**src/rtl/yconfig_loader.sv**
```systemverilog
// Streams per-column configuration slices into a yblock array as confclk/cbitin, holding arr_reset through the load.
// Optional readback of the bottom-row cbitout during each shift: define YCONFIG_READBACK_EN.
module yconfig_loader #(
  parameter int BLOCKWIDTH  = 8,
  parameter int BLOCKHEIGHT = 8,
  parameter int DIVIDER     = 2
) (
  input  logic                  clk,
  input  logic                  reset,
  input  logic                  start,
  output logic                  busy,
  output logic                  done,
  input  logic [BLOCKWIDTH-1:0] in_data,
  input  logic                  in_valid,
  output logic                  in_ready,
  output logic                  arr_reset,
  output logic                  confclk,
  output logic [BLOCKWIDTH-1:0] cbitin,
  input  logic [BLOCKWIDTH-1:0] cbitout,
  output logic [BLOCKWIDTH-1:0] rb_data,
  output logic                  rb_valid
);

  localparam int NSLICE = 3 * BLOCKHEIGHT;
  localparam int CW     = (NSLICE > 1) ? $clog2(NSLICE) : 1;
  localparam int PW     = (DIVIDER > 1) ? $clog2(DIVIDER) : 1;
  localparam logic [CW-1:0] LAST    = CW'(NSLICE - 1);
  localparam logic [PW-1:0] PH_INIT = PW'(DIVIDER - 1);

  typedef enum logic [2:0] {S_IDLE, S_LOAD, S_SETUP, S_HIGH, S_RELEASE} state_t;

  state_t                r_state;
  state_t                w_next;
  logic                  w_in_ready;
  logic                  w_ph_end;
  logic                  w_last;
  logic                  w_rise;
  logic                  r_busy;
  logic                  r_done;
  logic                  r_arr_reset;
  logic                  r_confclk;
  logic [BLOCKWIDTH-1:0] r_cbitin;
  logic [CW-1:0]         r_cnt;
  logic [PW-1:0]         r_phase;

  assign w_ph_end = (r_phase == '0);
  assign w_last   = (r_cnt == LAST);
  assign w_rise   = (r_state == S_SETUP) && w_ph_end;

  always_ff @(posedge clk) begin
    if (reset) r_state <= S_IDLE;
    else       r_state <= w_next;
  end

  always_comb begin
    w_next     = r_state;
    w_in_ready = 1'b0;
    case (r_state)
      S_IDLE:    if (start && !r_busy) w_next = S_LOAD;
      S_LOAD: begin
        w_in_ready = 1'b1;
        if (in_valid) w_next = S_SETUP;
      end
      S_SETUP:   if (w_ph_end) w_next = S_HIGH;
      S_HIGH:    if (w_ph_end) w_next = w_last ? S_RELEASE : S_LOAD;
      S_RELEASE: w_next = S_IDLE;
      default:   w_next = S_IDLE;
    endcase
  end

  // busy stays up through the done cycle, so a start coinciding with done is ignored
  always_ff @(posedge clk) begin
    if (reset) begin
      r_busy      <= 1'b0;
      r_done      <= 1'b0;
      r_arr_reset <= 1'b1;
      r_confclk   <= 1'b0;
      r_cbitin    <= '0;
      r_cnt       <= '0;
      r_phase     <= '0;
    end else begin
      r_done <= 1'b0;
      case (r_state)
        S_IDLE: begin
          if (start && !r_busy) begin
            r_busy      <= 1'b1;
            r_arr_reset <= 1'b1;
          end else begin
            r_busy <= 1'b0;
          end
        end
        S_LOAD: begin
          if (in_valid) begin
            r_cbitin <= in_data;
            r_phase  <= PH_INIT;
          end
        end
        S_SETUP: begin
          if (w_ph_end) begin
            r_confclk <= 1'b1;
            r_phase   <= PH_INIT;
          end else begin
            r_phase <= r_phase - 1'b1;
          end
        end
        S_HIGH: begin
          if (w_ph_end) begin
            r_confclk <= 1'b0;
            r_cnt     <= w_last ? '0 : r_cnt + 1'b1;
          end else begin
            r_phase <= r_phase - 1'b1;
          end
        end
        S_RELEASE: begin
          r_arr_reset <= 1'b0;
          r_done      <= 1'b1;
        end
        default: ;
      endcase
    end
  end

  assign busy      = r_busy;
  assign done      = r_done;
  assign in_ready  = w_in_ready;
  assign arr_reset = r_arr_reset;
  assign confclk   = r_confclk;
  assign cbitin    = r_cbitin;

`ifdef YCONFIG_READBACK_EN
  logic [BLOCKWIDTH-1:0] r_rb_data;
  logic                  r_rb_valid;

  // cbitout is captured on the same edge confclk rises, i.e. before the array shifts
  always_ff @(posedge clk) begin
    if (reset) begin
      r_rb_data  <= '0;
      r_rb_valid <= 1'b0;
    end else begin
      r_rb_valid <= w_rise;
      if (w_rise) r_rb_data <= cbitout;
    end
  end

  assign rb_data  = r_rb_data;
  assign rb_valid = r_rb_valid;
`else
  logic w_unused_cbitout;
  logic w_unused_rise;
  assign w_unused_cbitout = ^cbitout;
  assign w_unused_rise    = w_rise;
  assign rb_data          = '0;
  assign rb_valid         = 1'b0;
`endif

endmodule

```
**config.mk**
```make
export PLATFORM = sky130hd
export DESIGN_NAME = yconfig_loader
export DESIGN_NICKNAME = d
export VERILOG_FILES = /design/src/rtl/yconfig_loader.sv
export SDC_FILE = /design/constraint.sdc
export NUM_CORES = 1
export LEC_CHECK = 0
export ABC_CLOCK_PERIOD_IN_PS = 1100
export BUFFER_PORTS_ARGS = -buffer_cell sky130_fd_sc_hd__buf_2
export CAP_MARGIN = 20
export CORE_MARGIN = 4
export CORE_UTILIZATION = 40
export DETAILED_ROUTE_END_ITERATION = 6
export PLACE_DENSITY = 0.78
export SLEW_MARGIN = 20
export SYNTH_ARGS = -nofsm -noshare
export SYNTH_HDL_FRONTEND = slang
export SYNTH_SLANG_ARGS = --single-unit
export TNS_END_PERCENT = 30
```
**constraint.sdc**
```tcl
create_clock -name clk -period 1.1 [get_ports clk]
set_input_delay 0.055 -clock clk [delete_from_list [all_inputs] [get_ports clk]]
set_output_delay 0.055 -clock clk [all_outputs]
set_load 0.05 [all_outputs]
```
==> reports/metrics.yaml, run 1 <==
cts:
  cts.path.max_buffers: 2
  clock_latency_ns: 0.31
  cts_root_buf: "clkbuf_4"
  cts_buffers: 3
  cts.sinks: 21
  h-tree-depth: 1
  clkSlewWorstSetupHoldPaths_ns: 0.12
  cts_tree: "yes"
setup_path:
  crit_slowest_cell: "dfxtp_4"
  cp-end-kind: "output pin"
  crit_cells: 3
  path_class: "reg -> out"
  path_delay_family: "flip-flops"
  critPathArrivalTime_ns: 1.18
  crit_path_max_incr_delay_ns: 0.39
  rr_worst_depth: 5
  cp_max_fo: 4
  path_cells: "nor3b_4, buf_6, buf_8"
  required_ns: 1.04
  critPathBufInv: 2
  cp-start-kind: "flop"
global_routing:
  overflow: 0
  grt_pass1_wl_um: 4105
  grt_pass1_vias: 936
  antenna_found_initial: 0
  grt_max_degree: 22
  grt_usage: 0.1581
power:
  vdd_drop_max_v: 0.001273
  p_per_area_mw_per_mm2: 1253
  leakagePower_uw: 0.0006007
place:
  dpl_worst_slack_ns: -0.09525
  port_buffers: 24
  place_congestion: 0.7805
  dp_hpwl_um: 1611
synth:
  syn_area_per_cell_um2: 8.491
  yosys-top-cells-count: "25 x nand2_1, 21 x dfxtp_1, 12 x buf_4"
  yosysMostFrequentCell: "nand2_1"
  synth.distinct_cells: 32
  syn_area_um2: 993.5
  ys_warn_count: 0
  ys_seq_area_frac: 0.4232
  ys.flop_type: "dfxtp_1"
  synthTopCellsByArea: "dfxtp_1 42%, nand2_1 9.4%, buf_4 9.1%, a21oi_2 7.1%, nor2_1 3.4%"
  synth_top_area_frac: 0.4232
  synth_edf_count: 0
  ys_ff_latch: 21
  synth_top_area_cell: "dfxtp_1"
  async_flop_share: 0
  syn-instance-count: 117
min_path:
  hold_depth: 3
  hold_class: "in -> reg"
detailed_routing:
  postRouteAntennaNets: 0
  drc_errors: 0
  wl_met3_um: 146
  met1_length_um: 974
  wl_um: 2532
  route.met2.wl_um: 1398
  wl_per_cell_um: 13.40
  vias: 924
  first_pass_iters: 4
  top_layer_used: "met4"
  drt_iter0_markers: 21
  drt-vias-per-instance: 4.889
floorplanning:
  die_y_um: 57.84
  dieArea_mm2: 0.003345
  core-area_mm2: 0.002297
  ios: 42
  initial_core_util: 0.4325
  placementRows: 17
  die_x_um: 57.84
timing:
  drv_slew: 0
  fin_crit_sh: 1.121
  setup_tns_ns: -0.8189
  fin_worst_skew_ns: 0.008771
  setup_viol: 17
  hold_viol_final: 0
  fmax_ghz: 0.8109
  setup_ws_ns: -0.1333
  rsz0062_at_grt: "yes"
  finalCriticalPeriod_ns: 1.233
cells_and_area:
  seqCellArea_um2: 432.9
  num-fill-cells: 187
  multi_input_area_um2: 554.3
  final_nets: 183
  syn_to_final_growth_pct: 38.92
  diodes: 0
  layout-drive-gt1-share: 0.4472
job:
  maxCapViolations: 0
run_status:
  status: "complete, but fails checks"
  violations: "negative setup slack"
through the flow:
stage          total power, uW  std cells  utilization  cell area (um^2)  hold slack [ns]
2_1_floorplan             1199        125            -              1039           0.1616
3_3_place_gp              1267        176       0.5180              1190           0.3039
3_5_place_dp              1277        176       0.5180              1190           0.3090
4_1_cts                   1702        188       0.5795              1331           0.1236
5_1_grt                   1812        189       0.6008              1380           0.1743
6_report                  1729        189       0.6008              1380           0.1595
cells by family after synthesis:
family / after synthesis / synth area share
flops: 21 / 0.4232
xor+xnor: 1 / 0.008818
simple gates: 51 / 0.2595
mux: 3 / 0.03023
other cells: 1 / 0.003775
fa+ha+maj: 1 / 0.01259
compound gates: 23 / 0.1562
buf+inv: 16 / 0.1058
layout by cell type (no fill, tap or decap), types with 2 or more instances in the layout:
cell,synthesis,routed
clkbuf_4,0,3
dlygate4sd3_1,0,8
buf_4,12,12
dfxtp_4,0,2
dfxtp_2,0,4
o21ai_1,0,2
nor2_1,9,9
buf_2,0,23
mux2i_1,3,3
dfxtp_1,21,15
nand2_1,25,23
a21oi_1,6,6
a21oi_2,8,8
o21ai_0,5,3
inv_1,2,2
buf_6,0,2
nand2_2,0,2
nor2b_2,0,2
conb_1,1,9
nor3_2,1,2
final timing paths:
path	end	from	slack [ns]
hold / removal	r_state[1]	in_valid	0.16
setup / recovery	in_ready	r_state[0]	-0.13
setup reg to reg	cbitin[7]	r_state[0]	-0.07
hold reg to reg	cbitin[2]	cbitin[2]	0.48
sequential cells by signal, indices dropped and copies added (netlist names):
name,cells
busy,1
r_cnt,5
arr_reset,1
confclk,1
done,1
r_phase,1
cbitin,8
r_state,3
tightest hold or removal path, stage by stage:
cell and delay (ns):
buf_2 0.13, nand2_2 0.17, a21oi_1 0.08
layer usage:
layer / track usage / vias up
met5: 0 / -
met2: 0.3000 / 32
met1: 0.1671 / 426
met3: 0.02895 / 2
li1: - / 464
met4: 0.06954 / 0
cell type report:
class	count	share of cell area
clock buffer	3	0.01632
clock inverter	1	0.003626
inverter	2	0.005440
multi-input combinational	88	0.4016
sequential	21	0.3137
tap	28	0.02539
timing repair buffer	46	0.2339
report_power, final:
group	internal [uW]	switching (uW)
clock	136	241
combinational	187	332
sequential	801	31.3
what timing repair did:
item                       CTS  global route
hold endpoints to repair     8             0
resized for setup           11            13
hold buffers                 8             0
setup endpoints to repair   18            21
buffers inserted             0             1
pin swaps                    2             5
No activity file was read; power rests on OpenSTA's default activity.
==> run 2, diff against run 1 <==
==> constraint.sdc (replaced) <==
create_clock -name clk -period 1.1 [get_ports clk]
set_input_delay 0.22 -clock clk [delete_from_list [all_inputs] [get_ports clk]]
set_output_delay 0.22 -clock clk [all_outputs]
set_load 0.05 [all_outputs]
==> run 2 against run 1 <==
Net effect: the flow still finishes with violations (negative setup slack); routed wire length is 3.0% lower; die area unchanged; non-clock buffer count down 4; global-route usage decreased by 1.2 points; setup slack worse by 0.092 ns; via count shrank 0.97%; sequential share of layout area is 0.97 points lower; combinational power rose by 12%; register-to-register slack got worse by 0.12 ns; maximum frequency down 6.9%.
==> reports/metrics.yaml, run 2 (synthesis gave the netlist of run 1 again) <==
run_status:
  violations: "negative setup slack"
  status: "complete, but fails checks"
global_routing:
  grt_pass1_wl_um: 3912
  overflow: 0
  grt_max_degree: 13
  antenna_found_initial: 0
  grt_pass1_vias: 889
  grt_usage: 0.1462
power:
  pwr-share-clk: 0.205
  leakagePower_uw: 0.0006044
  p_seq_frac: 0.468
  finalPower_uw: 1775
  power_switching_uw: 605.8
  p_per_area_mw_per_mm2: 1250
  comb_power_share: 0.327
  vdd_drop_max_v: 0.0008283
  swShare: 0.3412
  p_int_uw: 1170
setup_path:
  cp_max_fo: 3
  critPathArrivalTime_ns: 1.10
  crit_path_max_incr_delay_ns: 0.38
  path_delay_family: "flip-flops"
  cp-end-kind: "output pin"
  critPathLaunch: "r_state[1]"
  path_cells: "nor3b_4, buf_6"
  required_ns: 0.88
  cp-start-kind: "flop"
  r2r-start: "r_state[2]"
  crit_slowest_cell: "dfxtp_4"
  path_class: "reg -> out"
  critPathBufInv: 1
floorplanning:
  dieArea_mm2: 0.003345
  placementRows: 17
  die_x_um: 57.84
  die_y_um: 57.84
  initial_core_util: 0.4325
  ios: 42
  core-area_mm2: 0.002297
job:
  maxCapViolations: 0
detailed_routing:
  drt-vias-per-instance: 4.946
  wl_per_cell_um: 13.28
  postRouteAntennaNets: 0
  drc_errors: 0
  vias: 915
  drt_iter0_markers: 8
  wl_um: 2456
  first_pass_iters: 3
cts:
  cts_root_buf: "clkbuf_4"
  clock_latency_ns: 0.29
  cts.sinks: 21
  cts_buffers: 3
  cts.path.max_buffers: 2
  cts_hold_buf: 0
  clkSlewWorstSetupHoldPaths_ns: 0.12
  h-tree-depth: 1
  cts_tree: "yes"
timing:
  hold_viol_final: 0
  setup_tns_ns: -1.765
  finalCriticalPeriod_ns: 1.325
  fin_worst_skew_ns: 0.005012
  setup_ws_ns: -0.2248
  rsz0062_at_grt: "yes"
  drv_slew: 0
  fin_crit_sh: 1.204
  setup_viol: 19
  fmax_ghz: 0.7548
cells_and_area:
  final_common_cell: "nand2_1"
  final_nets: 179
  layout-drive-gt1-share: 0.4650
  final_cell_mix: "22 x nand2_1, 16 x dfxtp_1, 16 x buf_4"
  largest_register_ffs: 8
  post-route-util: 0.6182
  fin_cells: 185
  diodes: 0
  syn_to_final_growth_pct: 42.95
place:
  dpl_worst_slack_ns: -0.09146
  port_buffers: 24
  place_congestion: 0.8192
  dp_hpwl_um: 1600
  dp.cells: 176
min_path:
  hold_class: "in -> reg"
  hp-start: "in_data[7]"
==> run 2: cell types whose count changed in the layout (fill, tap and decap cells not counted), sizes merged <==
cell         before  now
clkinv            1    0
buf              38   42
dlygate4sd3       8    0
clkbuf            3    4
==> run 2: power groups by stage <==
| stage | clock (uW) | combinational, uW | sequential, uW |
|---|---|---|---|
| 2_1_floorplan | 0 | 278 | 921 |
| 3_3_place_gp | 0 | 428 | 842 |
| 3_5_place_dp | 0 | 437 | 842 |
| 4_1_cts | 373 | 502 | 824 |
| 5_1_grt | 394 | 620 | 835 |
| 6_report | 365 | 580 | 830 |
==> run 2: layout make-up <==
class	instances	area, um^2
Tap cell	28	35.03
Timing Repair Buffer	42	356.6
Inverter	2	7.507
Clock buffer	4	26.28
Fill cell	189	877.1
Sequential cell	21	431.7
Multi-Input combinational cell	88	563.0
==> run 2: metrics by stage <==
| step | hold slack [ns] | instance area (um^2) |
|---|---|---|
| 2_1_floorplan | 0.3266 | 1039 |
| 3_3_place_gp | 0.4538 | 1202 |
| 3_5_place_dp | 0.4540 | 1202 |
| 4_1_cts | 0.1490 | 1329 |
| 5_1_grt | 0.1583 | 1420 |
| 6_report | 0.1540 | 1420 |
==> run 2: path summary, 6_finish.rpt <==
kind,to,slack [ns],depth (start not counted)
max,in_ready,-0.22,2
min,cbitin[7],0.15,3
max reg2reg,r_cnt[3],-0.19,5
min reg2reg,cbitin[5],0.48,2
==> run 2: timing repair <==
action                                  CTS  global route
endpoints found under the setup margin   30            28
resized for setup                        24            26
buffers inserted                          4             1
pin swaps                                 4            13
==> run 2: worst register-to-register path: stages (launching register included) <==
cell and delay (ns):
dfxtp_4 0.37, buf_6 0.12, and4bb_2 0.33, nand4_1 0.11
mux2i_1 0.18, nor2_1 0.06
==> run 2: metal layers <==
| layer | global-route usage | wire length, um | vias to the layer above |
|---|---|---|---|
| li1 | - | - | 457 |
| met1 | 0.1808 | 1064 | 420 |
| met2 | 0.2613 | 1184 | 32 |
| met3 | 0.02227 | 160 | 6 |
| met4 | 0.03974 | 47 | 0 |
| met5 | 0 | 0 | - |
